===== config.mk =====
export PLATFORM = sky130hd
export DESIGN_NAME = accumulator_datapath_flat
export DESIGN_NICKNAME = d
export VERILOG_FILES = /design/src/rtl/accumulator_datapath_if.sv /design/src/rtl/accumulator_datapath.sv /design/src/flat_wrapper.sv
export SDC_FILE = /design/constraint.sdc
export NUM_CORES = 1
export LEC_CHECK = 0
export CAP_MARGIN = 40
export CORE_MARGIN = 2
export CORE_UTILIZATION = 55
export CTS_CLUSTER_DIAMETER = 30
export DETAILED_ROUTE_END_ITERATION = 8
export GPL_TIMING_DRIVEN = 1
export PLACE_DENSITY = 0.85
export SLEW_MARGIN = 40
export SYNTH_ARGS = -nofsm -noshare
export SYNTH_HDL_FRONTEND = slang
export SYNTH_SLANG_ARGS = --single-unit

===== constraint.sdc =====
create_clock -name CLK -period 3 [get_ports CLK]
set_input_delay 0.6 -clock CLK [delete_from_list [all_inputs] [get_ports CLK]]
set_output_delay 0.6 -clock CLK [all_outputs]
set_load 0.01 [all_outputs]

===== src/rtl/accumulator_datapath_if.sv =====
// Control/status bundle between the accumulator controller, program memory and datapath.
// DATAPATH_OVF_FLAG_EN adds the signed-overflow flag V.
interface accumulator_datapath_if #(
    parameter int unsigned DATA_W = 8,
    parameter int unsigned ADDR_W = 8
);
    logic [3:0]          SelALU;
    logic [1:0]          SelAcc;
    logic                LoadAcc;
    logic                LoadReg;
    logic                LoadPC;
    logic                SelPC;
    logic                IncPC;
    logic                LoadIR;
    logic [3+DATA_W:0]   InstrData;
    logic [ADDR_W-1:0]   PCAddr;
    logic [3:0]          Opcode;
    logic                Z;
    logic                C;
    logic [DATA_W-1:0]   AccOut;
    logic                Halted;
`ifdef DATAPATH_OVF_FLAG_EN
    logic                V;
`endif

    modport master (
`ifdef DATAPATH_OVF_FLAG_EN
        input  V,
`endif
        output SelALU, SelAcc, LoadAcc, LoadReg, LoadPC, SelPC, IncPC, LoadIR, InstrData,
        input  PCAddr, Opcode, Z, C, AccOut, Halted
    );

    modport slave (
`ifdef DATAPATH_OVF_FLAG_EN
        output V,
`endif
        input  SelALU, SelAcc, LoadAcc, LoadReg, LoadPC, SelPC, IncPC, LoadIR, InstrData,
        output PCAddr, Opcode, Z, C, AccOut, Halted
    );
endinterface


===== src/rtl/accumulator_datapath.sv =====
// Accumulator-CPU datapath: IR, PC, Acc, Reg, ALU and Z/C flags driven by controller strobes.
// DATAPATH_OVF_FLAG_EN adds a registered signed-overflow flag V for add/sub.
module accumulator_datapath #(
    parameter int unsigned DATA_W = 8,
    parameter int unsigned ADDR_W = 8
) (
    input logic                   CLK,
    input logic                   CLB,
    accumulator_datapath_if.slave dp
);
    localparam int unsigned Msb  = DATA_W - 1;
    localparam int unsigned ResW = DATA_W + 1;

    logic [3+DATA_W:0] ir_q;
    logic [ADDR_W-1:0] pc_q;
    logic [DATA_W-1:0] acc_q, reg_q;
    logic              z_q, c_q;

    logic [DATA_W-1:0] imm;
    logic [ResW-1:0]   alu_res;
    logic [DATA_W-1:0] acc_d;
    logic [ADDR_W-1:0] pc_target;
    logic              halted;

    assign imm    = ir_q[DATA_W-1:0];
    assign halted = (ir_q[3+DATA_W:DATA_W] == 4'hF) && !dp.LoadIR;

    // Result MSB doubles as the carry for every op.
    always_comb begin
        alu_res = {1'b0, acc_q};
        unique case (dp.SelALU)
            4'b0001: alu_res = {1'b0, acc_q} + {1'b0, reg_q};
            4'b0010: alu_res = {1'b0, acc_q} + {1'b0, ~reg_q} + ResW'(1);
            4'b0011: alu_res = {1'b0, ~(acc_q | reg_q)};
            4'b1011: alu_res = {acc_q, 1'b0};
            4'b1100: alu_res = {acc_q[0], 1'b0, acc_q[Msb:1]};
            default: alu_res = {1'b0, acc_q};
        endcase
    end

    always_comb begin
        acc_d = imm;
        if (dp.SelAcc[1]) begin
            acc_d = alu_res[DATA_W-1:0];
        end else if (dp.SelAcc[0]) begin
            acc_d = reg_q;
        end
    end

    assign pc_target = dp.SelPC ? ADDR_W'(imm) : ADDR_W'(reg_q);

    always_ff @(posedge CLK) begin
        if (!CLB) begin
            ir_q  <= '0;
            pc_q  <= '0;
            acc_q <= '0;
            reg_q <= '0;
            z_q   <= 1'b0;
            c_q   <= 1'b0;
        end else begin
            if (dp.LoadIR) begin
                ir_q <= dp.InstrData;
            end
            if (!halted) begin
                if (dp.LoadPC) begin
                    pc_q <= pc_target;
                end else if (dp.IncPC) begin
                    pc_q <= pc_q + ADDR_W'(1);
                end
            end
            if (dp.LoadAcc) begin
                acc_q <= acc_d;
                z_q   <= (acc_d == '0);
                if (dp.SelAcc[1]) begin
                    c_q <= alu_res[DATA_W];
                end
            end
            if (dp.LoadReg) begin
                reg_q <= acc_q;
            end
        end
    end

`ifdef DATAPATH_OVF_FLAG_EN
    logic v_q, alu_v;

    always_comb begin
        alu_v = 1'b0;
        if (dp.SelALU == 4'b0001) begin
            alu_v = (acc_q[Msb] == reg_q[Msb]) && (alu_res[Msb] != acc_q[Msb]);
        end else if (dp.SelALU == 4'b0010) begin
            alu_v = (acc_q[Msb] != reg_q[Msb]) && (alu_res[Msb] != acc_q[Msb]);
        end
    end

    always_ff @(posedge CLK) begin
        if (!CLB) begin
            v_q <= 1'b0;
        end else if (dp.LoadAcc && dp.SelAcc[1]) begin
            v_q <= alu_v;
        end
    end

    assign dp.V = v_q;
`endif

    assign dp.PCAddr = pc_q;
    assign dp.Opcode = ir_q[3+DATA_W:DATA_W];
    assign dp.Z      = z_q;
    assign dp.C      = c_q;
    assign dp.AccOut = acc_q;
    assign dp.Halted = halted;
endmodule

===== src/flat_wrapper.sv =====
// flat-port wrapper written by rule: the top's interface ports become plain ports
module accumulator_datapath_flat 
#(
    parameter int unsigned DATA_W = 8,
    parameter int unsigned ADDR_W = 8
)
  (CLK, CLB, dp_SelALU, dp_SelAcc, dp_LoadAcc, dp_LoadReg, dp_LoadPC, dp_SelPC, dp_IncPC, dp_LoadIR, dp_InstrData, dp_PCAddr, dp_Opcode, dp_Z, dp_C, dp_AccOut, dp_Halted);
  accumulator_datapath_if #(.DATA_W(DATA_W), .ADDR_W(ADDR_W)) dp_i ();
  input logic CLK;
  input logic CLB;
  input wire logic [$bits(dp_i.SelALU)-1:0] dp_SelALU;
  input wire logic [$bits(dp_i.SelAcc)-1:0] dp_SelAcc;
  input wire logic [$bits(dp_i.LoadAcc)-1:0] dp_LoadAcc;
  input wire logic [$bits(dp_i.LoadReg)-1:0] dp_LoadReg;
  input wire logic [$bits(dp_i.LoadPC)-1:0] dp_LoadPC;
  input wire logic [$bits(dp_i.SelPC)-1:0] dp_SelPC;
  input wire logic [$bits(dp_i.IncPC)-1:0] dp_IncPC;
  input wire logic [$bits(dp_i.LoadIR)-1:0] dp_LoadIR;
  input wire logic [$bits(dp_i.InstrData)-1:0] dp_InstrData;
  output wire logic [$bits(dp_i.PCAddr)-1:0] dp_PCAddr;
  output wire logic [$bits(dp_i.Opcode)-1:0] dp_Opcode;
  output wire logic [$bits(dp_i.Z)-1:0] dp_Z;
  output wire logic [$bits(dp_i.C)-1:0] dp_C;
  output wire logic [$bits(dp_i.AccOut)-1:0] dp_AccOut;
  output wire logic [$bits(dp_i.Halted)-1:0] dp_Halted;
  assign dp_i.SelALU = dp_SelALU;
  assign dp_i.SelAcc = dp_SelAcc;
  assign dp_i.LoadAcc = dp_LoadAcc;
  assign dp_i.LoadReg = dp_LoadReg;
  assign dp_i.LoadPC = dp_LoadPC;
  assign dp_i.SelPC = dp_SelPC;
  assign dp_i.IncPC = dp_IncPC;
  assign dp_i.LoadIR = dp_LoadIR;
  assign dp_i.InstrData = dp_InstrData;
  assign dp_PCAddr = dp_i.PCAddr;
  assign dp_Opcode = dp_i.Opcode;
  assign dp_Z = dp_i.Z;
  assign dp_C = dp_i.C;
  assign dp_AccOut = dp_i.AccOut;
  assign dp_Halted = dp_i.Halted;
  accumulator_datapath #(.DATA_W(DATA_W), .ADDR_W(ADDR_W)) u_core (.CLK(CLK), .CLB(CLB), .dp(dp_i));
endmodule

Word level (Yosys, flattened, before mapping)
Index checks and enable logic that the tools add are counted.
W data, S select, Z words.

cells by class
  $add $sub $neg = 4
  multipliers = 0
  div/mod/pow operators = 0
  magnitude comparators = 0
  equality and inequality tests = 6
  shifts and indexed selects = 0
  mux-type cells = 6
  bitwise logic cells = 4
  reduce and logical (&&, ||, !) cells = 6

operators by type and width
  cell                   number
  $pmux W9 S5            1
  $mux W8                5
  $add A8 B8 Y9          2
  $not A8 Y8             2
  $eq A4 B4 Y1 const B   3
  $add A9 B1 Y9 const B  1
  $add A8 B1 Y8 const B  1
  $eq A4 B2 Y1 const B   2
  $logic_not A8 Y1       1
  $or A8 B8 Y8           1
  $eq A4 B1 Y1 const B   1
  $reduce_and A2 Y1      2
  $reduce_bool A2 Y1     1
  $logic_and A1 B1 Y1    1
  $logic_not A1 Y1       1
  $not A1 Y1             1

word-level totals
  bits in registers = 38
  latch bits = 0
  RAM bits = 0
  bits in read-only memories = 0
  output and inout bits = 23
  memories = 0

Longest topological paths before layout
Gate-level depths: netlist of run 1.

  depth in word-level cells = 6
  depth in mapped cells = 10
  depth with buffers taken out = 10

Worst setup path after synthesis of run 1
Ideal clock, no wire load.

  path kind = flip-flop to flip-flop
  start = reg u_core.acc_q[2], in the netlist u_core.dp.AccOut[2]
  end = reg u_core.z_q, in the netlist u_core.dp.Z
  arrival time = 2.310 ns
  path slack = 0.574 ns
  cell stages (with the launch flop) = 11
  cells stage by stage = dfxtp_1 inv_1 ha_1 clkbuf_1 a211o_1 and3_1 o311ai_0 nor2_1 a21oi_1 nor4_1 a31o_1

between the ends
  cells in the longest elaborated chain, start to end = 5
  elaborated cells between the ends (all ways) = 8

RTL lines
  item                                           line                                                    source
  from (decl)                                    accumulator_datapath.sv:16                              logic [DATA_W-1:0] acc_q, reg_q;
  from (signal assigned)                         accumulator_datapath.sv:56                              acc_q <= '0;
  from (signal assigned)                         accumulator_datapath.sv:72                              acc_q <= acc_d;
  $add A8 B8 Y9 or $or A8 B8 Y8 (tied branches)  accumulator_datapath.sv:33, accumulator_datapath.sv:34
  $add A9 B1 Y9 or $not A8 Y8 (tied branches)    accumulator_datapath.sv:33, accumulator_datapath.sv:34
  $pmux W9 S5 *                                  accumulator_datapath.sv:31                              unique case (dp.SelALU)
  $mux W8 *                                      accumulator_datapath.sv:43                              if (dp.SelAcc[1]) begin
  $logic_not A8 Y1 *                             accumulator_datapath.sv:73                              z_q <= (acc_d == '0);
  to (signal assigned)                           accumulator_datapath.sv:73
  to (decl)                                      accumulator_datapath.sv:17                              logic z_q, c_q;

Every way passes the cells marked *; elsewhere a longest branch is shown, timed or not.
A chain may end at the register's enable or synchronous reset.

Worst setup path in the final report of run 1
  start = in dp_LoadIR
  end = out dp_Halted

between the ends
  cells in the longest elaborated chain, start to end = 2

RTL lines
  item                 line                        source
  from (decl)          flat_wrapper.sv:18          input wire logic [$bits(dp_i.LoadIR)-1:0] dp_LoadIR;
  $logic_not A1 Y1     accumulator_datapath.sv:26  assign halted = (ir_q[3+DATA_W:DATA_W] == 4'hF) && !dp.LoadIR;
  $logic_and A1 B1 Y1  accumulator_datapath.sv:26
  to (decl)            flat_wrapper.sv:25          output wire logic [$bits(dp_i.Halted)-1:0] dp_Halted;

No other way between the ends.

==> flow_summary.ini, run 1 <==
[drt]
antenna_left = 0
drt_iter0_drc = 338
finalWirelength_um = 9080
vias = 3162
via_per_inst = 6.10
drc = 0
drt-pass1-iter-count = 5
wl_per_cell_um = 17.5

[die]
rows = 27
die_h_um = 80.1
coreArea_um2 = 5540
num_io_pins = 49
start_util_pct = 57.5
fp.dieArea_um2 = 6410
fp.dieW_um = 80.1

[placement]
gp_congestion = 0.947
numPortBuffers = 48
hpwl_um = 6920

[synthesis]
synthCells = 392
syn_avg_cell_area_um2 = 8.12
ys_ff_latch = 38
synthDistinctLibCells = 62
synth-main-ff-cell = dfxtp_1
async_flop_share_pct = 0
synth.area.top_cells = dfxtp_1, mux2i_1, ha_1
syn-cell-area_um2 = 3180
yosysTopAreaCellShare_pct = 23.9
yosys_warnings = 0
synth_nets = 445
ys_seq_area_share_pct = 23.9
yosysTopAreaCell = dfxtp_1
synth-edff-count = 0

[worst_setup_path]
crit_arrival_ps = 2110
cp_num_buf_inv = 3
r2r_setup_slack_ps = 390
critPathCaptureType = output pin
crit_chain = clkdlybuf4s50_1 -> nor2b_1 -> nand4_1 -> inv_1 -> clkdlybuf4s50_1
r2r_start = u_core.dp.AccOut[0]
critPathMaxFanout = 3
crit_type = input pin to output pin
cpPeakStageDelay_ps = 530
startpoint_type = input pin
critPathMostFrequentCell = clkdlybuf4s50_1
crit_family = buffers and inverters
startpoint = dp_LoadIR
cp_slowest_cell = clkdlybuf4s50_1
cp.required_ps = 2400

[clock_network]
clk_latency_ps = 300
clock_path_buffers = 2
numClockSinks = 38
post_cts_buffers = 0
tritoncts = yes
cts-buffers-inserted = 5
hold_buffers = 0
path_clk_slew_ps = 80
htreeDepth = 2
cts_root_buf = clkbuf_8
ctsResizeCount = 0

[global_route]
grt_antenna_before_repair = 0
grt_pass1_vias = 2960
overflow = 0
grt_max_degree = 39
grt_pass1_wl_um = 14600
track_usage_pct = 29.1

[run_status]
status = finished clean

[timing]
tns_ps = 0
timing.final.crit_share_pct = 90.2
slew-limit-headroom_pct = 59.9
fin_crit_ps = 2710
worstMarginPinSlew_ps = 594
slew_violations = 0
hold_violations = 0
setup_viol = 0
finalClockSkew_ps = 6.28
fmax_mhz = 369
rsz0062_at_grt = false

[final_layout]
final_common_cell = clkdlybuf4s50_1
drive_gt1_share_pct = 9.87
diodes = 0
final_cell_mix = clkdlybuf4s50_1, dfxtp_1, mux2i_1
syn_to_final_growth_pct = 23.8
fin_nets = 498
utilization_pct = 71.1

[power]
p_per_area_nw_per_um2 = 367
ir_drop_v = 0.000297
leakagePower_nw = 1.63
fin_total_pwr_mw = 1.45

[hold_path]
min_path_type = flop to flop
worst_hold_startpoint = u_core.dp.C

[run]
cap_violations = 0
## metal layers
layer | GRT usage [%] | part of all wire, % | vias to the layer above
li1 | - | - | 1521
met1 | 40.5 | 47 | 1519
met2 | 46.4 | 47 | 103
met3 | 4.61 | 4.6 | 19
met4 | 8.47 | 1.9 | 0
met5 | 0 | 0 | -
## state kept, by name (all words and copies together) (netlist names)
signal / count
u_core.dp.PCAddr: 8
u_core.dp.AccOut: 8
u_core.ir_q: 12
u_core.dp.C: 1
u_core.dp.Z: 1
u_core.reg_q: 8
## per-stage QoR
step | hold slack [ps] | instance area, um^2 | setup slack [ps] | cells
after floorplan | 488 | 3180 | 574 | 392
after global placement | 506 | 3830 | 123 | 510
after detailed placement | 512 | 3830 | 70.9 | 510
after CTS | 525 | 3940 | 318 | 518
after global routing | 555 | 3940 | 205 | 518
final | 524 | 3940 | 293 | 518
## final timing paths
path,to,depth (start not counted)
min,u_core.dp.C,2
max reg2reg,u_core.dp.Z,10
max,dp_Halted,5
min reg2reg,u_core.dp.C,2
## kinds of logic (layout without fill, tap and decap cells)
family | count (synthesis) | after routing | synth area share, %
compound gates | 116 | 116 | 24.0
xor+xnor | 5 | 5 | 1.38
fa+ha+maj | 27 | 27 | 11.1
buf+inv | 51 | 105 | 6.68
flops | 38 | 38 | 23.9
mux | 35 | 35 | 11.0
simple gates | 120 | 120 | 21.9
## layout make-up
type / count / area, um^2
clock buffers: 5 / 68.8
clock inverters: 3 / 40.0
fillers: 455 / 1600
inverters: 25 / 93.8
multi-input cells: 303 / 2210
flip-flops and latches: 38 / 761
well taps: 72 / 90.1
repair buffers: 72 / 673
## tightest hold or removal path, cell delays in order, from the launching register on
cell and delay (ps):
dfxtp_1 320, a21oi_1 110, nor3b_1 50
## power by group
group | internal [mW] | switching, mW | total [mW]
logic | 0.216 | 0.227 | 0.443
registers | 0.532 | 0.0317 | 0.564
clock network | 0.245 | 0.196 | 0.441
total | 0.993 | 0.454 | 1.45
## synthesized netlist by cell type, types with 3 or more instances
cell / number
dfxtp_1: 38
buf_1: 3
nor2_1: 26
a2bb2oi_1: 3
or3_1: 5
xnor2_1: 3
a21oi_1: 29
nor3b_1: 4
nand2b_1: 6
o31ai_1: 4
o21ai_0: 24
or2_2: 3
o211ai_1: 3
buf_4: 4
nand3_1: 4
a31oi_1: 4
o221a_2: 3
nand2_1: 12
o22ai_1: 10
o311a_1: 4
a211oi_1: 3
inv_1: 25
mux2i_1: 34
o21ai_1: 3
o2111ai_1: 6
nor3_1: 5
ha_1: 25
and2_1: 6
nor2b_1: 29
and3_1: 3
clkbuf_1: 14
buf_2: 5
Power figures use the tool's default switching activity.
==> run 2, diff against run 1 <==
--- a/config.mk
+++ b/config.mk
@@ -12,6 +12,7 @@
 export DETAILED_ROUTE_END_ITERATION = 8
 export GPL_TIMING_DRIVEN = 1
 export PLACE_DENSITY = 0.85
+export SETUP_SLACK_MARGIN = 0.2
 export SLEW_MARGIN = 40
 export SYNTH_ARGS = -nofsm -noshare
 export SYNTH_HDL_FRONTEND = slang
==> results of run 2 <==
Final layout, timing and power as in run 1 (identical DEF).
==> run 3, diff against run 2 <==
--- a/config.mk
+++ b/config.mk
@@ -11,8 +11,9 @@
 export CTS_CLUSTER_DIAMETER = 30
 export DETAILED_ROUTE_END_ITERATION = 8
 export GPL_TIMING_DRIVEN = 1
-export PLACE_DENSITY = 0.85
+export PLACE_DENSITY = 0.83
 export SETUP_SLACK_MARGIN = 0.2
+export SKIP_CTS_REPAIR_TIMING = 1
 export SLEW_MARGIN = 40
 export SYNTH_ARGS = -nofsm -noshare
 export SYNTH_HDL_FRONTEND = slang
==> run 3 against run 2 <==
Against the previous run:
- sequential power hardly changed
- power is 5.6% higher
- core utilization is 0.50 points higher
- critical endpoint is now u_core.dp.Z
- largest power group unchanged
==> flow_summary.ini, run 3 (synthesis results as in run 1) <==
[global_route]
grt_use_met1_pct = 40.4
grt_antenna_before_repair = 0
overflow = 0
met3_usage_pct = 4.04
track_usage_pct = 28.7
grt_pass1_vias = 2932
grt_max_degree = 26
grtUsageMet2_pct = 45.6
grt_pass1_wl_um = 14400
busiest_layer = met2

[timing]
worstMarginPinSlew_ps = 592
fmax_mhz = 371
setup_viol = 0
hold_violations = 0
tns_ps = 0
fin_crit_ps = 2700
slew-limit-headroom_pct = 60.0
finalClockSkew_ps = 6.33
rsz0062_at_grt = false
timing.final.crit_share_pct = 89.9
slew_violations = 0

[drt]
antenna_left = 0
wl_per_cell_um = 17.7
drt-pass1-iter-count = 6
drc = 0
finalWirelength_um = 9150
vias = 3217
drt_iter0_drc = 279
via_per_inst = 6.21

[die]
start_util_pct = 57.5
rows = 27
coreArea_um2 = 5540
fp.dieW_um = 80.1
fp.dieArea_um2 = 6410
num_io_pins = 49
die_h_um = 80.1

[placement]
numPortBuffers = 48
hpwl_um = 6920
gp_congestion = 0.941

[clock_network]
clk_latency_ps = 290
clock_path_buffers = 2
path_clk_slew_ps = 80
htreeDepth = 2
tritoncts = yes
cts-buffers-inserted = 5
numClockSinks = 38
cts_root_buf = clkbuf_8

[final_layout]
fin_nets = 498
diodes = 0
top_register = u_core.ir_q
final_common_cell = clkdlybuf4s50_1
utilization_pct = 71.6
final_cell_mix = clkdlybuf4s50_1, dfxtp_1, mux2i_1
syn_to_final_growth_pct = 24.6
drive_gt1_share_pct = 10.3
largest_register_ffs = 12

[hold_path]
min_path_type = flop to flop
worst_hold_startpoint = u_core.dp.C

[power]
leakagePower_nw = 1.64
ir_drop_v = 0.000360
p_per_area_nw_per_um2 = 385

[worst_setup_path]
critPathCaptureType = flop
startpoint = dp_SelALU[1]
r2r_start = u_core.dp.AccOut[0]
critPathMaxFanout = 7
startpoint_type = input pin
cp.required_ps = 3190
crit_arrival_ps = 2890
crit_type = input pin to flop

[run]
cap_violations = 0

[run_status]
status = finished clean
==> run 3: cell types whose count changed in the layout (fill, tap and decap cells not counted), sizes merged <==
cell    previous run  this run
bufinv             1         2
clkinv             2         1
==> run 3: area by class of cell <==
cell class / instances / area [um^2]
Sequential cell: 38 / 761
Clock inverter: 3 / 68.8
Tap cell: 72 / 90.1
Fill cell: 438 / 1570
Clock buffer: 5 / 68.8
Inverter: 25 / 93.8
Timing Repair Buffer: 72 / 661
Multi-Input combinational cell: 303 / 2220
==> run 3: worst paths after layout <==
| kind | endpoint | slack [ps] | cells past startpoint |
|---|---|---|---|
| setup / recovery | u_core.dp.Z | 300 | 8 |
| hold / removal | u_core.dp.C | 540 | 2 |
| setup reg to reg | u_core.dp.Z | 340 | 9 |
| hold reg to reg | u_core.dp.C | 540 | 2 |
==> run 3: where the power goes <==
group	switching [mW]	internal [mW]	total, mW	leakage, nW
clock	0.191	0.333	0.524	0.0683
combinational	0.224	0.213	0.437	1.26
sequential	0.0352	0.532	0.567	0.312
total	0.450	1.08	1.53	1.64
==> run 3: stage by stage <==
step                worst slack [ps]  cells  power [mW]  instance area, um^2  hold slack [ps]
finish                           304    518        1.53                 3970              537
global route                     206    518        1.60                 3970              571
CTS                              329    518        1.52                 3950              538
detailed placement              28.8    510        1.00                 3810              521
global placement                98.5    510       0.996                 3810              512
floorplan                        574    392       0.843                 3180              488
==> run 3: critical path: stages <==
cell	delay, ps
clkdlybuf4s50_1	490
or4b_1	700
or3_1	390
mux2i_1	170
a211oi_2	60
a21oi_2	180
nor4_2	60
a31o_1	220
==> run 3: metal layers <==
metal	part of all wire, %	vias up
li1	-	1519
met1	45	1530
met2	47	147
met3	6.6	21
met4	2.0	0
met5	0	-
==> patch: new RTL, config.mk and constraints of run 2 <==
`ADDR_W` is set to 8 in 3 places; all go to 7.
--- a/src/rtl/accumulator_datapath_if.sv
+++ b/src/rtl/accumulator_datapath_if.sv
@@ -2,7 +2,7 @@
 // DATAPATH_OVF_FLAG_EN adds the signed-overflow flag V.
 interface accumulator_datapath_if #(
     parameter int unsigned DATA_W = 8,
-    parameter int unsigned ADDR_W = 8
+    parameter int unsigned ADDR_W = 7
 );
     logic [3:0]          SelALU;
     logic [1:0]          SelAcc;
--- a/src/rtl/accumulator_datapath.sv
+++ b/src/rtl/accumulator_datapath.sv
@@ -2,7 +2,7 @@
 // DATAPATH_OVF_FLAG_EN adds a registered signed-overflow flag V for add/sub.
 module accumulator_datapath #(
     parameter int unsigned DATA_W = 8,
-    parameter int unsigned ADDR_W = 8
+    parameter int unsigned ADDR_W = 7
 ) (
     input logic                   CLK,
     input logic                   CLB,
--- a/src/flat_wrapper.sv
+++ b/src/flat_wrapper.sv
@@ -2,7 +2,7 @@
 module accumulator_datapath_flat 
 #(
     parameter int unsigned DATA_W = 8,
-    parameter int unsigned ADDR_W = 8
+    parameter int unsigned ADDR_W = 7
 )
   (CLK, CLB, dp_SelALU, dp_SelAcc, dp_LoadAcc, dp_LoadReg, dp_LoadPC, dp_SelPC, dp_IncPC, dp_LoadIR, dp_InstrData, dp_PCAddr, dp_Opcode, dp_Z, dp_C, dp_AccOut, dp_Halted);
   accumulator_datapath_if #(.DATA_W(DATA_W), .ADDR_W(ADDR_W)) dp_i ();
Interface: changed (resized dp_PCAddr); port bits go from 49 to 48. No check against the original RTL was run, so the function may have changed too.
==> patch against run 2 <==
Critical path depth rose by 5; synthesized cell count is 0.51% lower; global-route usage grew 0.68 points; cell count decreased by 0.58%; routed wire length down 0.75%; via count is 0.13% lower; worst setup slack worse by 0.022 ns; area after synthesis down 1.6%; fmax decreased by 0.80%; cell area is 1.1% lower; sequential cell count shrank 1; power grew 1.4%; sequential power shrank 4.1%; critical endpoint is now u_core.dp.Z$_SDFFE_PN0P_; highest routed layer unchanged.
==> patch: results (changes against run 2) <==
Setup path
  – CP Max Fanout: 3 (unchanged)
  – Worst Path Arrival: 2.96 ns (was 2.11 ns)

STA
  – Final Skew: 0.00426 ns (was 0.00628 ns)
  – Slew headroom: 0.621 (was 0.599)

Logic synthesis
  – Post-synthesis mux area share: 0.116 (was 0.110)
  – Post-Synth Adder-Cell Area: 0.113 (was 0.111)
  – Register area share after synthesis: 0.236 (was 0.239)
  – Synth Area in Compound Gates: 0.247 (was 0.240)
  – Leading post-synthesis cells by cell area: dfxtp_1 24%, mux2i_1 11%, ha_1 10% (was dfxtp_1 24%, mux2i_1 11%, ha_1 9.8%)
  – Synth Warn #: 0 (unchanged)
  – Syn_nets: 443 (was 445)
  – Distinct cells, synth: 63 (was 62)
  – Most frequent cells after synthesis: 47 x nor2_1, 37 x dfxtp_1, 34 x mux2i_1, 27 x a21oi_1 (was 38 x dfxtp_1, 34 x mux2i_1, 29 x a21oi_1, 29 x nor2b_1, 26 x nor2_1)
  – Synth Area in XOR/XNOR: 0.00280 (was 0.0138)
  – Mapped Cells: 390 (was 392)

Clocking
  – Cts bufs inserted: 5 (unchanged)
  – Clock Tree Buf Depth: 2 (unchanged)
  – Reg clk slew, reported paths: 0.08 ns (about the same)
  – Root buffer cell: clkbuf_8 (unchanged)

Global route
  – Largest net degree at the start of global routing: 33 (was 39)
  – First-pass GRT wire length: 14.9 mm (was 14.6 mm)
  – Initial antenna violation count: 0 (unchanged)
  – GR Util All Layers: 0.298 (was 0.291)
  – Vias in the first global route: 2998 (was 2960)

Pwr
  – Lkg Pwr: 1.62 nW (was 1.63 nW)
  – VDD IR max: 0.336 mV (was 0.297 mV)

Finish
  – Max reg flops: 12 (unchanged)
  – Layout Nets: 495 (was 498)
  – Layout cell share with drive strength beyond 1: 0.117 (was 0.0987)
  – Reg with most FFs: u_core.ir_q (unchanged)
  – Antenna diodes: 0 (unchanged)

Routing
  – Routed via count: 3158 (was 3162)
  – Initial DRC count: 342 (was 338)
  – Final WL: 9.02 mm (was 9.08 mm)
  – WL/cell: 17.5 um (about the same)

Place
  – Routability cong.: 0.998 (was 0.947)
  – Post-DP HPWL: 6.72 mm (was 6.92 mm)
  – Placed cells: 506 (was 510)
  – # port buffers: 47 (was 48)
  – Place WS: -0.0133 ns (was 0.0709 ns)

Floorplanning
  – Num rows: 27 (unchanged)

Run status
  – Status: completed (unchanged)

Worst hold path
  – Hold Path Class: flip-flop to flip-flop (unchanged)
patch: cell count changes after synthesis, moves of 4 or more:
cell       delta
nand2_1      +10
nand3_1       +4
nor2_1       +21
nor2b_1      -22
o2111ai_1     -4
o22ai_1       -9
or3_1         -5
patch: worst paths after layout:
check	startpoint	to	slack [ns]	cells past startpoint
worst max-delay path	u_core.dp.AccOut[0]$_SDFFE_PN0P_	u_core.dp.Z$_SDFFE_PN0P_	0.27	10
worst min-delay path	u_core.ir_q[5]$_SDFFE_PN0P_	u_core.ir_q[5]$_SDFFE_PN0P_	0.53	2
worst max register to register	u_core.dp.AccOut[0]$_SDFFE_PN0P_	u_core.dp.Z$_SDFFE_PN0P_	0.27	10
worst min register to register	u_core.ir_q[5]$_SDFFE_PN0P_	u_core.ir_q[5]$_SDFFE_PN0P_	0.53	2
patch: what timing repair did:
action / in CTS / in global routing
resized for setup: 0 / 7
setup buffers: 0 / 1
setup endpoints to repair: 0 / 3
hold endpoints to repair: 0 / 0
patch: report_power, final:
part	total (mW)	switching, mW	internal [mW]
logic	0.410	0.219	0.191
clock network	0.517	0.187	0.330
registers	0.541	0.0249	0.516
patch: cell type report:
class / count / area (sq um)
Clock buffer: 5 / 68.8
Clock inverter: 3 / 65.1
Fill cell: 418 / 1610
Inverter: 25 / 93.8
Multi-Input combinational cell: 302 / 2180
Sequential cell: 37 / 741
Tap cell: 72 / 90.1
Timing Repair Buffer: 71 / 658
patch: kinds of logic (layout without fill, tap and decap cells):
group	after synthesis	after routing
AOI/OAI and AO/OA	113	113
xor gates and xnor gates	1	1
adders and majority gates	27	27
buffers and inverters	51	104
DFF	37	37
muxes	36	36
and+or+nand+nor	125	125
patch: through the flow:
step                utilization  power (mW)  area (sq um)  TNS (ns)
floorplan                     -       0.799          3130         0
global placement          0.676       0.933          3720         0
detailed placement        0.676       0.942          3720   -0.0133
CTS                       0.700        1.45          3850         0
global route              0.708        1.53          3900         0
finish                    0.708        1.47          3900         0
patch: metal layers:
layer	routed length, um	global-route usage	vias up
li1	-	-	1506
met1	4010	0.403	1471
met2	4100	0.468	154
met3	608	0.0600	27
met4	291	0.107	0
met5	0	0	-
patch: worst max-delay path, stage by stage (launching register included):
cell and delay, ns:
dfxtp_1 0.33, inv_1 0.08, ha_1 0.26, fa_1 0.42, o21bai_1 0.18, a21oi_1 0.12, a221oi_1 0.28, o221a_1 0.27
o2111ai_1 0.12, or4_1 0.48, o21ai_1 0.13
